File: config.mk
export PLATFORM = sky130hd
export DESIGN_NAME = led_frame_sequencer_flat
export DESIGN_NICKNAME = d
export VERILOG_FILES = /design/src/rtl/led_pkg.sv /design/src/rtl/led_frame_sequencer_if.sv /design/src/rtl/led_ram_arbiter.sv /design/src/rtl/led_frame_sequencer.sv /design/src/flat_wrapper.sv
export SDC_FILE = /design/constraint.sdc
export NUM_CORES = 1
export LEC_CHECK = 0
export ABC_AREA = 0
export CAP_MARGIN = 20
export CORE_MARGIN = 5
export CORE_UTILIZATION = 46
export CTS_CLUSTER_DIAMETER = 150
export DETAILED_ROUTE_END_ITERATION = 6
export PLACE_DENSITY = 0.84
export SLEW_MARGIN = 20
export SYNTH_ARGS = -nofsm -noshare
export SYNTH_HDL_FRONTEND = slang
export SYNTH_SLANG_ARGS = --single-unit
File: constraint.sdc
create_clock -name i_clock -period 2.7 [get_ports i_clock]
set_input_delay 0.54 -clock i_clock [delete_from_list [all_inputs] [get_ports i_clock]]
set_output_delay 0.54 -clock i_clock [all_outputs]
set_load 0.02 [all_outputs]
File: src/rtl/led_pkg.sv
// Shared constants and types for the LED frame sequencer and its RAM arbiter.
package led_pkg;

    localparam int unsigned RAM_ADDR_W    = 9;
    localparam int unsigned RAM_DATA_W    = 8;
    localparam int unsigned RAM_DEPTH     = 512;
    localparam int unsigned BYTES_PER_LED = 3;

    localparam logic [2:0] ST_IDLE = 3'd0;
    localparam logic [2:0] ST_REQ  = 3'd1;
    localparam logic [2:0] ST_WAIT = 3'd2;
    localparam logic [2:0] ST_HOLD = 3'd3;
    localparam logic [2:0] ST_DONE = 3'd4;

    typedef enum logic {
        GRANT_READ  = 1'b0,
        GRANT_WRITE = 1'b1
    } grant_e;

    // Requester that wins a contested cycle given the previous winner.
    function automatic grant_e rr_pick(input grant_e last);
        grant_e pick;
        if (last == GRANT_READ) pick = GRANT_WRITE;
        else                    pick = GRANT_READ;
        return pick;
    endfunction

endpackage

File: src/rtl/led_frame_sequencer_if.sv
// Bundles the frame control, byte stream, host write and RAM port signals of the sequencer.
interface led_frame_sequencer_if;
    import led_pkg::*;

    logic                  frame_start;
    logic                  busy;
    logic                  frame_done;
    logic [RAM_DATA_W-1:0] byte_data;
    logic                  byte_valid;
    logic                  byte_ready;
    logic                  wr_req;
    logic [RAM_ADDR_W-1:0] wr_addr;
    logic [RAM_DATA_W-1:0] wr_data;
    logic                  wr_ack;
    logic                  mem_perform_read;
    logic [RAM_ADDR_W-1:0] mem_read_address;
    logic [RAM_DATA_W-1:0] mem_read_data;
    logic                  mem_perform_write;
    logic [RAM_ADDR_W-1:0] mem_write_address;
    logic [RAM_DATA_W-1:0] mem_write_data;

    // Environment side: host, serializer and RAM.
    modport master (
        output frame_start, byte_ready, wr_req, wr_addr, wr_data, mem_read_data,
        input  busy, frame_done, byte_data, byte_valid, wr_ack,
        input  mem_perform_read, mem_read_address,
        input  mem_perform_write, mem_write_address, mem_write_data
    );

    // Sequencer side.
    modport slave (
        input  frame_start, byte_ready, wr_req, wr_addr, wr_data, mem_read_data,
        output busy, frame_done, byte_data, byte_valid, wr_ack,
        output mem_perform_read, mem_read_address,
        output mem_perform_write, mem_write_address, mem_write_data
    );

endinterface

File: src/rtl/led_ram_arbiter.sv
// Two-requester round-robin arbiter for the frame RAM with registered grants and port muxing.
module led_ram_arbiter
    import led_pkg::*;
(
    input  logic                  i_clock,
    input  logic                  i_reset,
    input  logic                  i_rd_req,
    input  logic [RAM_ADDR_W-1:0] i_rd_addr,
    input  logic                  i_wr_req,
    input  logic [RAM_ADDR_W-1:0] i_wr_addr,
    input  logic [RAM_DATA_W-1:0] i_wr_data,
    output logic                  o_mem_perform_read,
    output logic [RAM_ADDR_W-1:0] o_mem_read_address,
    output logic                  o_mem_perform_write,
    output logic [RAM_ADDR_W-1:0] o_mem_write_address,
    output logic [RAM_DATA_W-1:0] o_mem_write_data
);

    logic                  r_perform_read;
    logic                  r_perform_write;
    logic [RAM_ADDR_W-1:0] r_read_address;
    logic [RAM_ADDR_W-1:0] r_write_address;
    logic [RAM_DATA_W-1:0] r_write_data;
    grant_e                r_last_grant;

    logic w_rd_req;
    logic w_wr_req;
    logic w_grant_rd;
    logic w_grant_wr;

    // A request already granted is still held by its owner during the grant cycle; mask it.
    assign w_rd_req = i_rd_req && !r_perform_read;
    assign w_wr_req = i_wr_req && !r_perform_write;

    always_comb begin
        w_grant_rd = 1'b0;
        w_grant_wr = 1'b0;
        if (w_rd_req && w_wr_req) begin
            if (rr_pick(r_last_grant) == GRANT_READ) w_grant_rd = 1'b1;
            else                                     w_grant_wr = 1'b1;
        end else begin
            w_grant_rd = w_rd_req;
            w_grant_wr = w_wr_req;
        end
    end

    always_ff @(posedge i_clock or posedge i_reset) begin
        if (i_reset) begin
            r_perform_read  <= 1'b0;
            r_perform_write <= 1'b0;
            r_read_address  <= '0;
            r_write_address <= '0;
            r_write_data    <= '0;
            r_last_grant    <= GRANT_READ;
        end else begin
            r_perform_read  <= w_grant_rd;
            r_perform_write <= w_grant_wr;
            if (w_grant_rd) begin
                r_read_address <= i_rd_addr;
                r_last_grant   <= GRANT_READ;
            end else if (w_grant_wr) begin
                r_last_grant   <= GRANT_WRITE;
            end
            if (w_grant_wr) begin
                r_write_address <= i_wr_addr;
                r_write_data    <= i_wr_data;
            end
        end
    end

    assign o_mem_perform_read  = r_perform_read;
    assign o_mem_read_address  = r_read_address;
    assign o_mem_perform_write = r_perform_write;
    assign o_mem_write_address = r_write_address;
    assign o_mem_write_data    = r_write_data;

endmodule

File: src/rtl/led_frame_sequencer.sv
// Streams one LED frame (GRB bytes) from the shared frame RAM to the serializer per frame_start,
// sharing the RAM port with host writes through a round-robin arbiter.
module led_frame_sequencer
    import led_pkg::*;
#(
    parameter int unsigned LED_COUNT = 160,
    parameter int unsigned BASE_ADDR = 0
) (
    input  logic                  i_clock,
    input  logic                  i_reset,
    led_frame_sequencer_if.slave  bus
);

    localparam int unsigned           FRAME_BYTES = LED_COUNT * BYTES_PER_LED;
    localparam logic [RAM_ADDR_W-1:0] LAST_IDX    = RAM_ADDR_W'(FRAME_BYTES - 1);
    localparam logic [RAM_ADDR_W-1:0] BASE        = RAM_ADDR_W'(BASE_ADDR);

    if (LED_COUNT == 0 || FRAME_BYTES + BASE_ADDR > RAM_DEPTH) begin : g_bad_size
        $error("led_frame_sequencer: frame does not fit in the 512-byte RAM");
    end

    logic [2:0]            r_state;
    logic [RAM_ADDR_W-1:0] r_count;
    logic                  r_busy;
    logic                  r_frame_done;
    logic [RAM_DATA_W-1:0] r_byte_data;
    logic                  r_byte_valid;

    logic [2:0]            w_state_d;
    logic [RAM_ADDR_W-1:0] w_count_d;
    logic                  w_busy_d;
    logic                  w_frame_done_d;
    logic [RAM_DATA_W-1:0] w_byte_data_d;
    logic                  w_byte_valid_d;

    logic                  w_rd_req;
    logic [RAM_ADDR_W-1:0] w_rd_addr;
    logic                  w_mem_perform_read;
    logic [RAM_ADDR_W-1:0] w_mem_read_address;
    logic                  w_mem_perform_write;
    logic [RAM_ADDR_W-1:0] w_mem_write_address;
    logic [RAM_DATA_W-1:0] w_mem_write_data;

    assign w_rd_req  = (r_state == ST_REQ);
    assign w_rd_addr = BASE + r_count;

    always_comb begin
        w_state_d      = r_state;
        w_count_d      = r_count;
        w_busy_d       = r_busy;
        w_frame_done_d = 1'b0;
        w_byte_data_d  = r_byte_data;
        w_byte_valid_d = r_byte_valid;
        case (r_state)
            ST_IDLE: begin
                if (bus.frame_start) begin
                    w_count_d = '0;
                    w_busy_d  = 1'b1;
                    w_state_d = ST_REQ;
                end
            end
            // The read enable is registered in the arbiter; its high cycle marks the grant.
            ST_REQ: begin
                if (w_mem_perform_read) w_state_d = ST_WAIT;
            end
            ST_WAIT: begin
                w_byte_data_d  = bus.mem_read_data;
                w_byte_valid_d = 1'b1;
                w_state_d      = ST_HOLD;
            end
            ST_HOLD: begin
                if (r_byte_valid && bus.byte_ready) begin
                    w_byte_valid_d = 1'b0;
                    if (r_count == LAST_IDX) begin
                        w_frame_done_d = 1'b1;
                        w_state_d      = ST_DONE;
                    end else begin
                        w_count_d = r_count + 1'b1;
                        w_state_d = ST_REQ;
                    end
                end
            end
            ST_DONE: begin
                w_busy_d  = 1'b0;
                w_state_d = ST_IDLE;
            end
            default: w_state_d = ST_IDLE;
        endcase
    end

    always_ff @(posedge i_clock or posedge i_reset) begin
        if (i_reset) begin
            r_state      <= ST_IDLE;
            r_count      <= '0;
            r_busy       <= 1'b0;
            r_frame_done <= 1'b0;
            r_byte_data  <= '0;
            r_byte_valid <= 1'b0;
        end else begin
            r_state      <= w_state_d;
            r_count      <= w_count_d;
            r_busy       <= w_busy_d;
            r_frame_done <= w_frame_done_d;
            r_byte_data  <= w_byte_data_d;
            r_byte_valid <= w_byte_valid_d;
        end
    end

    led_ram_arbiter u_arbiter (
        .i_clock             (i_clock),
        .i_reset             (i_reset),
        .i_rd_req            (w_rd_req),
        .i_rd_addr           (w_rd_addr),
        .i_wr_req            (bus.wr_req),
        .i_wr_addr           (bus.wr_addr),
        .i_wr_data           (bus.wr_data),
        .o_mem_perform_read  (w_mem_perform_read),
        .o_mem_read_address  (w_mem_read_address),
        .o_mem_perform_write (w_mem_perform_write),
        .o_mem_write_address (w_mem_write_address),
        .o_mem_write_data    (w_mem_write_data)
    );

    assign bus.busy              = r_busy;
    assign bus.frame_done        = r_frame_done;
    assign bus.byte_data         = r_byte_data;
    assign bus.byte_valid        = r_byte_valid;
    assign bus.wr_ack            = w_mem_perform_write;
    assign bus.mem_perform_read  = w_mem_perform_read;
    assign bus.mem_read_address  = w_mem_read_address;
    assign bus.mem_perform_write = w_mem_perform_write;
    assign bus.mem_write_address = w_mem_write_address;
    assign bus.mem_write_data    = w_mem_write_data;

endmodule

File: src/flat_wrapper.sv
// flat-port wrapper written by rule: the top's interface ports become plain ports
module led_frame_sequencer_flat import led_pkg::*;
#(
    parameter int unsigned LED_COUNT = 160,
    parameter int unsigned BASE_ADDR = 0
)
  (i_clock, i_reset, bus_frame_start, bus_byte_ready, bus_wr_req, bus_wr_addr, bus_wr_data, bus_mem_read_data, bus_busy, bus_frame_done, bus_byte_data, bus_byte_valid, bus_wr_ack, bus_mem_perform_read, bus_mem_read_address, bus_mem_perform_write, bus_mem_write_address, bus_mem_write_data);
  led_frame_sequencer_if bus_i ();
  input  logic i_clock;
  input  logic i_reset;
  input wire logic [$bits(bus_i.frame_start)-1:0] bus_frame_start;
  input wire logic [$bits(bus_i.byte_ready)-1:0] bus_byte_ready;
  input wire logic [$bits(bus_i.wr_req)-1:0] bus_wr_req;
  input wire logic [$bits(bus_i.wr_addr)-1:0] bus_wr_addr;
  input wire logic [$bits(bus_i.wr_data)-1:0] bus_wr_data;
  input wire logic [$bits(bus_i.mem_read_data)-1:0] bus_mem_read_data;
  output wire logic [$bits(bus_i.busy)-1:0] bus_busy;
  output wire logic [$bits(bus_i.frame_done)-1:0] bus_frame_done;
  output wire logic [$bits(bus_i.byte_data)-1:0] bus_byte_data;
  output wire logic [$bits(bus_i.byte_valid)-1:0] bus_byte_valid;
  output wire logic [$bits(bus_i.wr_ack)-1:0] bus_wr_ack;
  output wire logic [$bits(bus_i.mem_perform_read)-1:0] bus_mem_perform_read;
  output wire logic [$bits(bus_i.mem_read_address)-1:0] bus_mem_read_address;
  output wire logic [$bits(bus_i.mem_perform_write)-1:0] bus_mem_perform_write;
  output wire logic [$bits(bus_i.mem_write_address)-1:0] bus_mem_write_address;
  output wire logic [$bits(bus_i.mem_write_data)-1:0] bus_mem_write_data;
  assign bus_i.frame_start = bus_frame_start;
  assign bus_i.byte_ready = bus_byte_ready;
  assign bus_i.wr_req = bus_wr_req;
  assign bus_i.wr_addr = bus_wr_addr;
  assign bus_i.wr_data = bus_wr_data;
  assign bus_i.mem_read_data = bus_mem_read_data;
  assign bus_busy = bus_i.busy;
  assign bus_frame_done = bus_i.frame_done;
  assign bus_byte_data = bus_i.byte_data;
  assign bus_byte_valid = bus_i.byte_valid;
  assign bus_wr_ack = bus_i.wr_ack;
  assign bus_mem_perform_read = bus_i.mem_perform_read;
  assign bus_mem_read_address = bus_i.mem_read_address;
  assign bus_mem_perform_write = bus_i.mem_perform_write;
  assign bus_mem_write_address = bus_i.mem_write_address;
  assign bus_mem_write_data = bus_i.mem_write_data;
  led_frame_sequencer #(.LED_COUNT(LED_COUNT), .BASE_ADDR(BASE_ADDR)) u_core (.i_clock(i_clock), .i_reset(i_reset), .bus(bus_i));
endmodule
After elaboration in Yosys (flattened, before gate mapping)
Index checks and enable logic that the tools add are counted.

storage, ports and cells
  register bits = 52
  latch bits = 0
  memory bits (writable) = 0
  memory bits (read-only) = 0
  memories kept = 0

cells by class
  $add $sub $neg = 1
  multipliers = 0
  div/mod/pow operators = 0
  order comparisons = 0
  eq/ne operators = 9
  shift operators = 0
  mux-type cells = 24
  bitwise logic cells = 0
  reduce and logical (&&, ||, !) cells = 15

operators with widths
  cell                                                   count
  2-to-1 mux 9 bit                                       3
  case mux 9 bit (2 select lines)                        1
  2-to-1 mux 1 bit                                       13
  2-to-1 mux 3 bit                                       4
  case mux 3 bit (4 select lines)                        1
  adder 9 x 1 -> 9 bit, second input constant            1
  == test 9 bit, second input constant                   1
  nonzero test 2 bit                                     4
  == test 3 x 2 -> 1 bit, second input constant          2
  logical AND 1 bit                                      4
  inequality test 2 x 1 -> 1 bit, second input constant  2
  inequality test 2 bit, second input constant           2
  case mux 1 bit (2 select lines)                        2
  AND reduction 2 bit                                    2
  AND reduction 4 bit                                    1
  == test 3 x 1 -> 1 bit, second input constant          1
  == test 3 bit, second input constant                   1
  logical NOT 3 bit                                      1
  AND reduction 3 bit                                    1
  logical NOT 1 bit                                      2

Logic depth before layout (Yosys ltp)
  word-level depth = 8
  mapped depth = 6

Hierarchy
Synthesis repeated with hierarchy kept, for this count alone.

second synthesis, totals
  cells, all modules = 172
  area total of the unflattened synthesis = 2234.6 µm²

by module, submodules not included
  module               instances  cells each  area an instance (µm²)  seq. area each (µm²)
  led_ram_arbiter      1          65          1137.3                  725.7
  led_frame_sequencer  1          107         1097.3                  575.6

Worst setup path before layout
Ideal clock, no wire load.

  kind = register to register
  from = register u_core.r_count[0]
  to = register u_core.r_count[1]
  setup time = 125 ps
  data arrival time = 1796 ps
  required time = 2575 ps
  path slack = 779 ps
  cell stages (with the launch flop) = 7
  path through = dfrtp_1 ha_1 nand2_2 or4_1 buf_2 a21o_4 mux2_4

on the way
  cells in the longest elaborated chain, start to end = 4
  elaborated cells between the ends (all ways) = 7
  classes of those cells = add/sub (1); eq/ne (2); mux (3); reduce/logical (1)

ends and longest elaborated chain
  element                          RTL line                    RTL
  from (decl)                      led_frame_sequencer.sv:23   logic [RAM_ADDR_W-1:0] r_count;
  from (signal assigned)           led_frame_sequencer.sv:101  r_count <= w_count_d;
  adder 9 x 1 -> 9 bit             led_frame_sequencer.sv:78   w_count_d = r_count + 1'b1;
  2-to-1 mux 9 bit                 led_frame_sequencer.sv:74   if (r_count == LAST_IDX) begin
  2-to-1 mux 9 bit                 led_frame_sequencer.sv:72   if (r_byte_valid && bus.byte_ready) begin
  case mux 9 bit (2 select lines)  led_frame_sequencer.sv:54   case (r_state)

Parallel ways exist; a longest one is shown, timed or not. The select of a mux whose other input is x is not followed.
A chain may end at the register's enable or synchronous reset.

Final worst setup path
Ends and elaborated chain as after synthesis.

==> results.toml <==
[floorplanning]
die-area_um2 = 6190
die_x_um = 78.7
chipHeight_um = 78.7
num_rows = 25
core-area_um2 = 4660
start_util_pct = 46.5
io_pins = 70

[global_routing]
antenna_found_initial = 0
overflow = 0
grt_pass1_vias = 1620
grt_pass1_wl_um = 7930
grt_max_degree = 25
grt_usage_pct = 16.4

[cells_and_area]
regArea_um2 = 1300
fin_util_pct = 64.8
instances_no_fill = 293
area_growth_pct = 39.3
multi_input_comb_area_um2 = 813
final_common_cell = "clkdlybuf4s50_1"
drive_above_1_share_pct = 22.6
fillers = 356
final_cell_mix = "69 x clkdlybuf4s50_1, 52 x dfrtp_1, 34 x mux2_2, 10 x a21oi_1"
nNetsFinal = 269
antennaDiodeCount = 0

[logic_synthesis]
synthFlopType = "dfrtp_1"
synth_area_um2 = 2170
synth-edff-count = 0
syn_inst = 163
synth-async-reset-ratio_pct = 100
synth-seq-area-share_pct = 60.0
synth.distinct_cells = 37
yosysWarnings = 0
synth.avg_cell_area_um2 = 13.3
ys_ff_latch = 52
syn_nets = 194

[worst_setup_path]
crit_path_max_incr_delay_ns = 0.65
cp_max_fo = 6
critPathSlowestCell = "or4_1"
worstPathArrival_ns = 2.31
path_class = "reg -> reg"
cp-end-kind = "flop"
crit_chain = "ha_1 > nand2_2 > or4_1 > a21o_4 > mux2_4"
crit_required_ns = 2.89
cp-start-kind = "flop"

[power]
p_leak_nw = 1.34
ir_worst_vdd_v = 0.000367
powerDensity_nw_per_um2 = 504

[routing]
drt_first_pass_iters = 4
vias = 1561
post_drt_wl_per_cell_um = 16.1
ant_nets = 0
routed_wl_um = 4710
dr.first_iter.drc_count = 73
vias_per_cell = 5.33
drc_errors = 0

[timing]
worst_pin_slew_ns = 0.729
fmax_mhz = 472
min_period_over_period_pct = 78.5
max_slew_margin_pct = 51.2
setup_viol = 0
period_needed_ns = 2.12
setup_tns_ns = 0
worst_slack_ns = 0.581
skew_ns = 0.0112
rsz0062_at_grt = "false"
hold_violations = 0
maxSlewViolCount = 0

[clocking]
hold_buffers = 0
cts-root-buf = "clkbuf_8"
cts_setup_buffers = 0
cts_buffer_depth = 2
cts-resized-gates = 0
path_clk_slew_ns = 0.10
cts_buffers = 5
htreeDepth = 2
cts_tree = "done"
clock_sinks = 52
clk_latency_ns = 0.31

[hold_path]
min_path_type = "reg -> reg"

[status]
status = "complete, no violations"

[place]
dpl.hpwl_um = 3460
place_ws_ns = 0.444
place_inst = 285
numPortBuffers = 69
gp_congestion = 0.822

[flow_run]
drv_cap = 0
## critical path: cells and delay by family (launching register included)
kind / cells / cell delay [ns]
AO/OA/AOI/OAI: 1 / 0.30
adder cells (fa/ha/maj): 1 / 0.28
flip-flops: 1 / 0.40
multiplexers: 1 / 0.30
AND/OR/NAND/NOR: 2 / 0.73
## synth_stat cells, types with 2 or more instances
master | instances | area, um^2
o21a_1 | 2 | 15.0
or4_1 | 4 | 30.0
nand4_1 | 2 | 12.5
nand2b_1 | 3 | 18.8
nor2_1 | 5 | 18.8
a31oi_1 | 3 | 18.8
nand3_1 | 5 | 25.0
o31a_1 | 2 | 17.5
buf_2 | 4 | 20.0
mux2i_1 | 2 | 20.0
mux2_2 | 34 | 383
inv_1 | 6 | 22.5
a21oi_1 | 10 | 50.1
dfrtp_1 | 52 | 1300
o31ai_1 | 3 | 22.5
nand2_1 | 4 | 15.0
nand2_2 | 2 | 12.5
## metal layers
layer	global-route usage, %	vias up	share of wire (%)
met5	0	-	0
met4	6.29	0	1.1
met3	4.01	5	5.0
met2	26.5	38	51
met1	21.2	778	42
li1	-	740	-
## layout make-up
type / instances / area share (%)
well taps: 54 / 2.24
clock buffers: 5 / 2.28
repair buffers: 74 / 24.1
inverters: 6 / 0.746
flip-flops and latches: 52 / 43.1
clock inverters: 3 / 0.621
multi-input cells: 99 / 26.9
## cells by family after synthesis
logic type | share of synthesized area (%)
and+or+nand+nor | 9.64
buffers and inverters | 2.48
DFF | 60.0
AOI/OAI and AO/OA | 8.02
muxes | 19.3
adders and majority gates | 0.577
## final timing paths
kind	from	to	slack (ns)	cells after the start
worst min-delay path	u_core.bus.byte_data[6]	u_core.bus.byte_data[6]	0.51	1
max in group asynchronous	i_reset	u_core.u_arbiter.o_mem_write_address[2]	1.50	3
min in group asynchronous	i_reset	u_core.u_arbiter.o_mem_write_data[7]	0.59	2
worst max register to register	u_core.r_count[0]	u_core.r_count[1]	0.58	5
worst min register to register	u_core.bus.byte_data[6]	u_core.bus.byte_data[6]	0.51	1
worst max-delay path	u_core.r_count[0]	u_core.r_count[1]	0.58	5
## power breakdown
part	internal, mW	leakage (nW)	total (mW)	switching (mW)
Combinational	0.140	0.626	0.247	0.107
Clock	0.181	0.0479	0.436	0.255
Sequential	0.817	0.663	0.837	0.0199
Total	1.14	1.34	1.52	0.382
## stage by stage
| stage | total power [mW] | hold slack, ns | area (um^2) |
|---|---|---|---|
| 2_1_floorplan | 0.963 | 0.491 | 2170 |
| 3_3_place_gp | 1.10 | 0.488 | 2930 |
| 3_5_place_dp | 1.10 | 0.495 | 2930 |
| 4_1_cts | 1.54 | 0.517 | 3020 |
| 5_1_grt | 1.60 | 0.531 | 3020 |
| 6_report | 1.52 | 0.510 | 3020 |
## state kept, by name, summed over array words and instances (netlist names)
name                                  count
u_core.u_arbiter.o_mem_perform_write      1
u_core.r_state                            3
u_core.r_count                            9
u_core.bus.frame_done                     1
u_core.u_arbiter.o_mem_read_address       9
u_core.bus.busy                           1
u_core.bus.byte_valid                     1
u_core.bus.byte_data                      8
u_core.u_arbiter.r_last_grant             1
u_core.u_arbiter.o_mem_perform_read       1
u_core.u_arbiter.o_mem_write_address      9
u_core.u_arbiter.o_mem_write_data         8
(Power assumes the default switching activity.)
==> patch (same flow settings) <==
Change the package constant `RAM_DATA_W` from 8 to 12.
--- a/src/rtl/led_pkg.sv
+++ b/src/rtl/led_pkg.sv
@@ -2,7 +2,7 @@
 package led_pkg;
 
     localparam int unsigned RAM_ADDR_W    = 9;
-    localparam int unsigned RAM_DATA_W    = 8;
+    localparam int unsigned RAM_DATA_W    = 12;
     localparam int unsigned RAM_DEPTH     = 512;
     localparam int unsigned BYTES_PER_LED = 3;
 
Ports: changed (resized bus_byte_data, bus_mem_read_data, bus_mem_write_data and bus_wr_data); port bits go from 70 to 86. The function was not compared with the original's and may differ.
==> patch against the unedited design <==
- utilization rose by 2.2 points
- clock skew shrank 0.0073 ns
- sequential cell count grew 8
- setup slack better by 0.20 ns
- wire length rose by 18%
- area after synthesis up 20%
- final area increased by 22%
- die area increased by 17%
- via count is 19% higher
- critical endpoint is now u_core.u_arbiter.o_mem_read_address[0]
Power is not compared: it rests on default switching activity, and its combinational part moved more than twofold at a synthesized area within 25%.
==> patch: results (changes against the unedited design) <==
Placed design
  – Port Buffers: 85 (+23%)
  – HPWL after DPL: 3890 um (+12%)
  – Placer Congestion: 0.819 (-0.30%)

Clock network
  – Clock root buffer: clkbuf_8
  – Cts bufs inserted: 9 (+4)
  – Cts repair resizes: 0 (unchanged)
  – Setup bufs post-CTS: 0 (unchanged)
  – CTS H-Tree Depth: 3 (+1)
  – Reg clk slew, reported paths: 0.06 ns (-0.04 ns)
  – Buffers from clock root to sink, at most: 2 (unchanged)
  – Clk_lat worst skew: 0.33 ns (+0.02 ns)

Min path
  – Min-delay src: u_core.bus.byte_valid
  – Hold WC Path Type: reg2reg

Synthesis
  – Count of different cell masters after synthesis: 40 (+8.1%)
  – Largest cells by area after synthesis: dfrtp_1, mux2_4, mux2_2
  – Commonest cells post-synth: dfrtp_1, mux2_2, mux2_4, nand2_1, a21oi_1
  – Syn Nets: 225 (+16%)
  – Dominant synthesized flop cell: dfrtp_1
  – Sequential area share after synthesis: 0.578 (-0.0221)

STA
  – Clock Skews: 0.00381 ns (-0.00735 ns)
  – Worst Max-Slew Pin Slew: 0.507 ns (-0.222 ns)

Finish
  – Fillers: 410 (+15%)
  – Diode count: 0 (unchanged)
  – # nets final: 317 (+18%)
  – Share of layout cells above drive strength 1: 0.244 (+0.0179)

Pwr
  – Leakage dissipation: 0.00162 uW
  – Worst vdd ir: 0.545 mV
  – P_sw: 1410 uW

Run status
  – Status: completed

Worst setup path
  – Max stage delay on crit path: 0.63 ns (-0.02 ns)
  – CP Launch Point: u_core.r_state[1]
  – CP max FO: 11 (+5)
  – Slowest CP cell: or4b_4
  – WP data arrival: 2.13 ns (-0.18 ns)

Routing
  – 1st-pass router iterations: 5 (+1)
  – DR iter-0 viols: 78 (+6.8%)
  – Routed len/inst: 15.7 um (-2.4%)
  – Via density: 5.23 (-1.9%)

Global route
  – Total track usage: 0.164 (-0.000489)
  – Initial antenna violation count: 0 (unchanged)
  – Pin count of the biggest net entering global routing: 61 (+140%)
  – First-pass GRT wire length: 9380 um (+18%)
  – Vias in the first global route: 1,964 (+21%)
[patch: final timing paths]
check                                                          to  slack, ns  depth (start not counted)
min in group asynchronous    u_core.u_arbiter.o_mem_write_data[6]       0.60                          3
setup reg to reg           u_core.u_arbiter.o_mem_read_address[0]       0.78                          3
hold / removal                              u_core.bus.byte_valid       0.50                          1
hold reg to reg                             u_core.bus.byte_valid       0.50                          1
setup / recovery           u_core.u_arbiter.o_mem_read_address[0]       0.78                          3
max in group asynchronous                       u_core.r_count[2]       1.84                          3
[patch: per-layer routing]
metal	wire length, um	global-route usage
met1	2530	0.214
met3	476	0.0709
met5	0	0
met2	2510	0.244
met4	50	0.0547
[patch: power by group through the flow]
| stage | Combinational, uW | Clock (uW) | Sequential [uW] |
|---|---|---|---|
| 5_1_grt | 2020 | 805 | 1520 |
| 3_3_place_gp | 1870 | 0 | 1460 |
| 3_5_place_dp | 1920 | 0 | 1480 |
| 2_1_floorplan | 818 | 0 | 1800 |
| 4_1_cts | 1930 | 751 | 1460 |
| 6_report | 1900 | 728 | 1460 |
[patch: critical path: cells and delay by family, from the launching register on]
kind	cells	cell delay (ns)
flops	1	0.49
mux	1	0.38
simple gates	2	0.94
[patch: layout make-up]
cell class | instances | area share
flip-flops and latches | 60 | 0.407
clock inverters | 1 | 0.00136
inverters | 4 | 0.00407
multi-input cells | 114 | 0.273
clock buffers | 15 | 0.0478
well taps | 72 | 0.0244
repair buffers | 89 | 0.242
[patch: logic make-up after synthesis]
logic type / Yosys count / share of synthesized area
AOI/OAI and AO/OA: 27 / 0.0670
adders and majority gates: 1 / 0.00482
buffers and inverters: 12 / 0.0366
DFF: 60 / 0.578
muxes: 42 / 0.210
and+or+nand+nor: 44 / 0.104
[patch: metrics by stage]
step           cell area [um2]  setup WS [ns]  cells  hold WS (ns)
2_1_floorplan             2600          0.675    186         0.480
3_5_place_dp              3510          0.503    339         0.494
4_1_cts                   3690          0.761    355         0.509
3_3_place_gp              3510          0.563    339         0.485
5_1_grt                   3690          0.568    355         0.527
6_report                  3690          0.778    355         0.504
